[src/rtl/input_conditioner_defs.sv]
// input_conditioner_defs: project-wide defaults for the input conditioner.
// Plain macro values, pulled into the package by the package file.
`ifndef INPUT_CONDITIONER_DEFS_SV
`define INPUT_CONDITIONER_DEFS_SV

`define IC_WIDTH_DEF           3
`define IC_SYNC_STAGES_DEF     2
`define IC_DEBOUNCE_CYCLES_DEF 4

`endif

[src/rtl/input_conditioner_pkg.sv]
// input_conditioner_pkg: default parameters and counter sizing helper.
// Shared by debounce_bit and the input_conditioner top.
`include "input_conditioner_defs.sv"

package input_conditioner_pkg;

  localparam int unsigned IC_WIDTH = `IC_WIDTH_DEF;
  localparam int unsigned IC_SYNC_STAGES = `IC_SYNC_STAGES_DEF;
  localparam int unsigned IC_DEBOUNCE_CYCLES = `IC_DEBOUNCE_CYCLES_DEF;

  // Counter must hold 0..cycles-1; one spare bit keeps cycles=1 legal.
  function automatic int unsigned ic_cnt_w(input int unsigned cycles);
    return $clog2(cycles) + 1;
  endfunction

endpackage

[src/rtl/input_conditioner_debounce_bit.sv]
// debounce_bit: one-bit synchroniser, stability counter, clean level, edge pulses.
// Ports: clk, rst (sync, active-high), raw_i -> clean_o, rise_o, fall_o.
module debounce_bit
  import input_conditioner_pkg::*;
#(
  parameter int unsigned SYNC_STAGES     = IC_SYNC_STAGES,
  parameter int unsigned DEBOUNCE_CYCLES = IC_DEBOUNCE_CYCLES
) (
  input  logic clk,
  input  logic rst,
  input  logic raw_i,
  output logic clean_o,
  output logic rise_o,
  output logic fall_o
);

  localparam int unsigned CNT_W = ic_cnt_w(DEBOUNCE_CYCLES);
  localparam logic [CNT_W-1:0] CNT_MAX = CNT_W'(DEBOUNCE_CYCLES - 1);

  logic [SYNC_STAGES-1:0] sync_q, sync_d;
  logic [CNT_W-1:0]       cnt_q, cnt_d;
  logic                   clean_q, clean_d;
  logic                   rise_q, rise_d;
  logic                   fall_q, fall_d;
  logic                   synced;

  assign synced = sync_q[SYNC_STAGES-1];
  assign sync_d = {sync_q[SYNC_STAGES-2:0], raw_i};

  always_comb begin
    cnt_d   = cnt_q;
    clean_d = clean_q;
    rise_d  = 1'b0;
    fall_d  = 1'b0;
    if (synced == clean_q) begin
      cnt_d = '0;
    end else if (cnt_q == CNT_MAX) begin
      // Deviation held long enough: commit and pulse once.
      clean_d = synced;
      cnt_d   = '0;
      rise_d  = synced;
      fall_d  = ~synced;
    end else begin
      cnt_d = cnt_q + 1'b1;
    end
  end

  always_ff @(posedge clk) begin
    if (rst) begin
      sync_q  <= '0;
      cnt_q   <= '0;
      clean_q <= 1'b0;
      rise_q  <= 1'b0;
      fall_q  <= 1'b0;
    end else begin
      sync_q  <= sync_d;
      cnt_q   <= cnt_d;
      clean_q <= clean_d;
      rise_q  <= rise_d;
      fall_q  <= fall_d;
    end
  end

  assign clean_o = clean_q;
  assign rise_o  = rise_q;
  assign fall_o  = fall_q;

endmodule

[src/rtl/input_conditioner.sv]
// input_conditioner: WIDTH independent debounced inputs with rise/fall pulses.
// Ports: clk, rst (sync, active-high), raw_in -> clean_out, rise_pulse, fall_pulse.
module input_conditioner
  import input_conditioner_pkg::*;
#(
  parameter int unsigned WIDTH           = IC_WIDTH,
  parameter int unsigned SYNC_STAGES     = IC_SYNC_STAGES,
  parameter int unsigned DEBOUNCE_CYCLES = IC_DEBOUNCE_CYCLES
) (
  input  logic             clk,
  input  logic             rst,
  input  logic [WIDTH-1:0] raw_in,
  output logic [WIDTH-1:0] clean_out,
  output logic [WIDTH-1:0] rise_pulse,
  output logic [WIDTH-1:0] fall_pulse
);

  for (genvar g = 0; g < WIDTH; g++) begin : g_bit
    debounce_bit #(
      .SYNC_STAGES    (SYNC_STAGES),
      .DEBOUNCE_CYCLES(DEBOUNCE_CYCLES)
    ) u_db (
      .clk    (clk),
      .rst    (rst),
      .raw_i  (raw_in[g]),
      .clean_o(clean_out[g]),
      .rise_o (rise_pulse[g]),
      .fall_o (fall_pulse[g])
    );
  end

endmodule
[config.mk]
export PLATFORM = sky130hd
export DESIGN_NAME = input_conditioner
export DESIGN_NICKNAME = d
export VERILOG_FILES = /design/src/rtl/input_conditioner_pkg.sv /design/src/rtl/input_conditioner_debounce_bit.sv /design/src/rtl/input_conditioner.sv
export VERILOG_INCLUDE_DIRS = /design/src /design/src/rtl
export SDC_FILE = /design/constraint.sdc
export NUM_CORES = 1
export LEC_CHECK = 0
export ABC_AREA = 1
export BUFFER_PORTS_ARGS = -buffer_cell sky130_fd_sc_hd__buf_2
export CAP_MARGIN = 40
export CORE_ASPECT_RATIO = 0.6
export CORE_MARGIN = 2
export CORE_UTILIZATION = 28
export DETAILED_ROUTE_END_ITERATION = 12
export PLACE_DENSITY = 0.54
export SLEW_MARGIN = 20
export SYNTH_ARGS = -nofsm -noshare
export SYNTH_HDL_FRONTEND = slang
export SYNTH_HIERARCHICAL = 1
export SYNTH_SLANG_ARGS = --single-unit
export TNS_END_PERCENT = 50
[constraint.sdc]
create_clock -name clk -period 2.28 [get_ports clk]
set_clock_uncertainty 0.15 [all_clocks]
set_input_delay 0.228 -clock clk [delete_from_list [all_inputs] [get_ports clk]]
set_output_delay 0.228 -clock clk [all_outputs]
set_load 0.05 [all_outputs]
==> results of run 1 <==
## kinds of logic after synthesis
logic type	synth area share
fa+ha+maj	0.0893
flops	0.571
buf+inv	0.107
simple gates	0.196
compound gates	0.0357
## cell usage after synthesis
master and instances:
dfxtp_1 24, inv_1 21, nor2_1 15, ha_1 6, nand2_1 6, nor3_1 6, a21oi_1 3, inv_2 3
nand2_2 3, nand4_2 3, o21ai_0 3
## sequential cells by signal, indices dropped and copies added, names as in the netlist
name / flops
g_bit.u_db/cnt_q: 9
g_bit.u_db/fall_o: 3
g_bit.u_db/sync_q: 6
g_bit.u_db/clean_o: 3
g_bit.u_db/rise_o: 3
## power groups by stage
stage	Clock (mW)	Sequential (mW)	Combinational [mW]
final	0.360	0.429	0.0208
after detailed placement	0	0.439	0.0212
after floorplan	0	0.438	0.0135
after global routing	0.397	0.430	0.0236
after CTS	0.379	0.429	0.0213
after global placement	0	0.439	0.0203
## metal layers
| metal | vias to the layer above | global-route usage | wire (um) |
|---|---|---|---|
| met5 | - | 0 | 0 |
| met4 | 0 | 0.0429 | 0 |
| met3 | 0 | 0.0460 | 60 |
| met2 | 13 | 0.129 | 535 |
| met1 | 242 | 0.0830 | 581 |
| li1 | 314 | - | - |
## cell usage in the layout (no fill, tap or decap), types with 3 or more instances in the layout
| cell type | count |
|---|---|
| a21oi_1 | 3 |
| buf_2 | 13 |
| clkbuf_8 | 3 |
| dfxtp_1 | 24 |
| ha_1 | 6 |
| inv_1 | 21 |
| inv_2 | 3 |
| nand2_1 | 6 |
| nand2_2 | 3 |
| nand4_2 | 3 |
| nor2_1 | 15 |
| nor3_1 | 6 |
| o21ai_0 | 3 |
## cell type report
class | instances | area share
Multi-Input combinational cell | 45 | 0.262
Sequential cell | 24 | 0.467
Timing Repair Buffer | 13 | 0.0632
Inverter | 24 | 0.0875
Clock inverter | 1 | 0.0292
Tap cell | 42 | 0.0510
Clock buffer | 3 | 0.0401
## worst max-delay path by stage
stage	startpoint	endpoint	slack, ns	cells past startpoint
2_1_floorplan	g_bit[0].u_db/clean_o$_SDFFE_PP0P_	g_bit[0].u_db/cnt_q[0]$_SDFF_PP0_	1.03	4
3_3_place_gp	g_bit[1].u_db/cnt_q[0]$_SDFF_PP0_	g_bit[1].u_db/cnt_q[2]$_SDFF_PP0_	1.06	5
3_5_place_dp	g_bit[2].u_db/cnt_q[0]$_SDFF_PP0_	g_bit[2].u_db/cnt_q[2]$_SDFF_PP0_	1.04	5
4_1_cts	g_bit[0].u_db/clean_o$_SDFFE_PP0P_	clean_out[0]	0.96	1
5_1_grt	g_bit[2].u_db/clean_o$_SDFFE_PP0P_	clean_out[2]	0.92	1
6_report	g_bit[0].u_db/clean_o$_SDFFE_PP0P_	clean_out[0]	0.98	1
## per-stage QoR
step	power (mW)	setup slack [ns]	instance area, um^2	util
after global placement	0.459	1.06	958	0.334
after detailed placement	0.460	1.04	958	0.334
final	0.810	0.983	1030	0.359
after floorplan	0.452	1.03	841	-
after CTS	0.829	0.965	1030	0.359
after global routing	0.851	0.922	1030	0.359
==> out/results.txt, run 1 <==
Status: complete, no violations
Delay-heaviest family, CP: flip-flops
Initial DRC Count: 21
Fmax: 0.771 GHz
Reg clk slew, reported paths: 0.08 ns
WP data required: 1.90 ns
Max-Cap Viols: 0
Share of post-route cells with drive strength above 1: 0.236
CP Cell Sequence: buf_2
Number of global-route vias before repair: 480
Cells after synthesis: 93
Num CTS Buffers: 3
Die W: 74.7 um
Antenna violations before repair: 0
First-pass iteration count of the detailed router: 4
N_diodes: 0
WL/cell: 7.74 um
Max-slew violation count: 0
Max stage delay on crit path: 0.38 ns
CP endpoint kind: primary output
Number of routed nets with antenna violations: 0
Setup_tns: 0 ns
RSZ-0062 raised after global routing: false
Yosys warns: 6
GRT Total Usage: 0.0796
First-pass GRT wire length: 1930 um
Area share of the largest cell type after synthesis: 0.571
Worst-margin pin slew: 0.252 ns
Worst R2R Path Depth: 5
Post-synthesis sequential area ratio: 0.571
Core area: 0.00287 mm^2
Setup repair bufs after CTS: 0
Inst Count DP: 148
Worst hold path type: input pin to flop
Worst path arrival time: 0.92 ns
Post-DP HPWL: 939 um
WHS: 0.0191 ns
Buffers & Inverters on Critical Path: 1
Distinct cell type count after synthesis: 11
Hold depth: 3
Routed via count: 569
Gp weighted congestion: 0.734
Switch Pwr: 0.142 mW
Largest net degree at the start of global routing: 15
Clk pwr share: 0.444
Area of the die: 0.00347 mm^2
Net switching fraction of the power: 0.175
CTS Buffer Depth: 2
#FFs+latches synth: 24
P_leak: 0.459 nW
Cts hold-fix bufs: 0
Drt drc: 0
Final instance count without filler cells: 152
Int Power: 0.668 mW
Sequential share of power: 0.530
Mapped Area: 841 um^2
Area grow syn2layout: 22.5%
Multi-input gate area: 270 um^2
Grt ovf: 0
CTS-repair resized insts: 0
VDD IR-drop max: 0.273 mV
Fin nets: 122
Mapped Nets: 104
Top cells by area, synth: dfxtp_1 (57%), inv_1 (9.4%), ha_1 (8.9%)
Clk Latency, worst-skew pair: 0.26 ns
Largest area contributor in the netlist: dfxtp_1
Worst R2R Start: g_bit[2].u_db/cnt_q[0]$_SDFF_PP0_
DRT Wirelength: 1180 um
H-tree Lvls: 1
Crit-path slowest cell: dfxtp_1
Tmin final: 1.30 ns
CTS tree: yes
Root Driver: clkbuf_8
CTS Sinks: 24
CP Max Fanout: 4
Synthesized area per cell: 9.04 um^2
Combinational Power Share: 0.026
Port Buffer Count: 13
Reg area: 480 um^2
Hold_sp: raw_in[2]
Critical Setup Path Class: flop to primary output
Vias per inst: 3.74
Worst R2R End: g_bit[2].u_db/cnt_q[2]$_SDFF_PP0_
Final cycle utilization of the critical path: 0.569
Final hold violations: 0
Die H: 46.4 um
Fill cells: 291
Reg2reg setup slack: 1.04 ns
Final setup fails: 0
Worst Setup Start Kind: flop
# IOs: 14
WHS Endpoint: g_bit[2].u_db/sync_q[0]$_SDFF_PP0_
Row count: 15
Power Density: 786 mW/mm^2
Max_slew headroom: 0.833
Initial Util: 0.293
Power figures use the tool's default switching activity.
==> run 2: changes to the inputs <==
--- a/config.mk
+++ b/config.mk
@@ -6,14 +6,14 @@
 export SDC_FILE = /design/constraint.sdc
 export NUM_CORES = 1
 export LEC_CHECK = 0
-export ABC_AREA = 1
+export ABC_AREA = 0
 export BUFFER_PORTS_ARGS = -buffer_cell sky130_fd_sc_hd__buf_2
 export CAP_MARGIN = 40
 export CORE_ASPECT_RATIO = 0.6
 export CORE_MARGIN = 2
 export CORE_UTILIZATION = 28
 export DETAILED_ROUTE_END_ITERATION = 12
-export PLACE_DENSITY = 0.54
+export PLACE_DENSITY = 0.55
 export SLEW_MARGIN = 20
 export SYNTH_ARGS = -nofsm -noshare
 export SYNTH_HDL_FRONTEND = slang
==> constraint.sdc (replaced) <==
create_clock -name clk -period 1.34 [get_ports clk]
set_clock_uncertainty 0.15 [all_clocks]
set_input_delay 0.134 -clock clk [delete_from_list [all_inputs] [get_ports clk]]
set_output_delay 0.134 -clock clk [all_outputs]
set_load 0.05 [all_outputs]
==> out/results.txt, run 2 <==
Status: complete, no violations
Distinct cell type count after synthesis: 10
Initial DRC Count: 17
Reg clk slew, reported paths: 0.08 ns
Number of global-route vias before repair: 440
Met3 Routed Length: 80 um
WL met1: 639 um
Sequential share of power: 0.589
P_leak: 0.409 nW
Max-slew violation count: 0
Placed instance area: 947 um^2
Worst path arrival time: 1.27 ns
Mapped Nets: 74
Fmax: 0.777 GHz
Max_slew headroom: 0.685
Row count: 15
Num CTS Buffers: 3
Ys async rst share: 0
VDD IR-drop max: 0.609 mV
#FFs+latches synth: 24
Die H: 46.2 um
CP endpoint kind: flop
CTS Buffer Depth: 2
Final hold violations: 0
Antenna violations before repair: 0
RSZ-0062 raised after global routing: true
DRT Wirelength: 1240 um
Gp weighted congestion: 0.621
CP Max Fanout: 6
Vias per inst: 4.10
Clk pwr share: 0.376
Tmin final: 1.29 ns
Routed via count: 512
Mapped Area: 830 um^2
Grt ovf: 0
Count leader, synth: dfxtp_1
WL/cell: 9.95 um
Post-synthesis sequential area ratio: 0.579
Die W: 74.3 um
Power Density: 1150 mW/mm^2
First-pass GRT wire length: 1950 um
Yosys warns: 6
GRT Total Usage: 0.0798
Largest registers: g_bit.u_db/cnt_q: 9 flops, g_bit.u_db/sync_q: 6 flops
Post-synth EDFFs: 0
Drt drc: 0
Area share of the largest cell type after synthesis: 0.579
Final setup fails: 0
Met2 routed WL: 523 um
Critical Setup Path Class: flop to flop
Int Power: 1.01 mW
Root Driver: clkbuf_8
Commonest cells after routing, fill and taps aside: dfxtp_1 (24), buf_2 (13), and4bb_2 (6), nor2b_1 (6)
CTS tree: yes
Final core occ: 0.377
Post-DP HPWL: 805 um
N_diodes: 0
Switch Pwr: 0.232 mW
Worst Setup Start Kind: flop
Max-Cap Viols: 0
Initial Util: 0.291
Largest area contributor in the netlist: dfxtp_1
Cells after synthesis: 63
Fin nets: 95
CTS Sinks: 24
Combinational Power Share: 0.035
# IOs: 14
Commonest non-fill, non-tap cell in the layout: dfxtp_1
Worst hold path type: input pin to flop
H-tree Lvls: 1
Share of post-route cells with drive strength above 1: 0.398
WHS: 0.153 ns
Core area: 0.00285 mm^2
Top cells by area, synth: dfxtp_1 (58%), and4bb_2 (9.0%), ha_1 (9.0%)
Area of the die: 0.00343 mm^2
Final cycle utilization of the critical path: 0.961
Port Buffer Count: 13
Max reg flops: 9
Number of routed nets with antenna violations: 0
Worst-margin pin slew: 0.473 ns
Main flop type after synthesis: dfxtp_1
WP data required: 1.32 ns
Largest net degree at the start of global routing: 25
Largest reg by FF count: g_bit.u_db/cnt_q
DR top layer: met3
Clk Latency, worst-skew pair: 0.26 ns
Net switching fraction of the power: 0.187
Synthesized area per cell: 13.2 um^2
Design Area, Final: 0.00107 mm^2
Synth cell count leaders: dfxtp_1 (24), and4bb_2 (6), ha_1 (6), nor2b_1 (6), nor4_1 (6)
Area grow syn2layout: 29.6%
First-pass iteration count of the detailed router: 3
[run 2: routing by layer]
metal / vias to the layer above / global-route usage
li1: 264 / -
met1: 236 / 0.0978
met2: 12 / 0.116
met3: 0 / 0.0525
met4: 0 / 0.0214
met5: - / 0
[run 2: area by class of cell]
class	instances	area (um^2)
clock buffers	4	55.1
well taps	42	52.6
flip-flops and latches	24	480
inverters	3	11.3
fillers	300	1780
repair buffers	16	95.1
multi-input cells	36	380
[run 2: final timing paths]
path | from | end | slack (ns) | cells past startpoint
worst max-delay path | g_bit[1].u_db/cnt_q[0]$_SDFF_PP0_ | g_bit[1].u_db/clean_o$_SDFFE_PP0P_ | 0.05 | 4
worst min-delay path | rst | g_bit[0].u_db/clean_o$_SDFFE_PP0P_ | 0.15 | 2
worst max register to register | g_bit[1].u_db/cnt_q[0]$_SDFF_PP0_ | g_bit[1].u_db/clean_o$_SDFFE_PP0P_ | 0.05 | 4
worst min register to register | g_bit[2].u_db/cnt_q[0]$_SDFF_PP0_ | g_bit[2].u_db/cnt_q[0]$_SDFF_PP0_ | 0.29 | 1
[run 2: logic make-up (layout without fill, tap and decap cells)]
kind of cell	Yosys count	after routing	synth area share
adders and majority gates	6	6	0.0905
buffers and inverters	3	23	0.0136
muxes	3	3	0.0362
DFF	24	24	0.579
and+or+nand+nor	24	24	0.249
xor gates and xnor gates	3	3	0.0317
[run 2: stage by stage]
stage / setup WS, ns / instances / setup TNS (ns) / total power, mW
global placement: 0.0659 / 118 / 0 / 0.779
global route: -0.00750 / 125 / -0.0166 / 1.30
CTS: 0.00552 / 125 / 0 / 1.26
floorplan: 0.0401 / 63 / 0 / 0.762
detailed placement: 0.0231 / 118 / 0 / 0.780
finish: 0.0529 / 125 / 0 / 1.24
[run 2: worst max-delay path: stages (launching register included)]
cell     delay (ns)
dfxtp_1        0.35
ha_1           0.15
ha_2           0.25
mux2i_1        0.20
nor2_1         0.06
[run 2: power groups by stage]
stage	Clock, mW	Combinational [mW]	Sequential, mW
6_report	0.466	0.0429	0.730
5_1_grt	0.525	0.0475	0.732
4_1_cts	0.492	0.0403	0.730
3_5_place_dp	0	0.0337	0.747
3_3_place_gp	0	0.0328	0.746
2_1_floorplan	0	0.0167	0.745
[run 2: what timing repair did]
action | in CTS | in global routing
endpoints found under the setup margin | 0 | 11
gates resized for setup | 0 | 8
setup buffers | 0 | 0
hold endpoints to repair | 3 | 0
hold buffers | 3 | 0
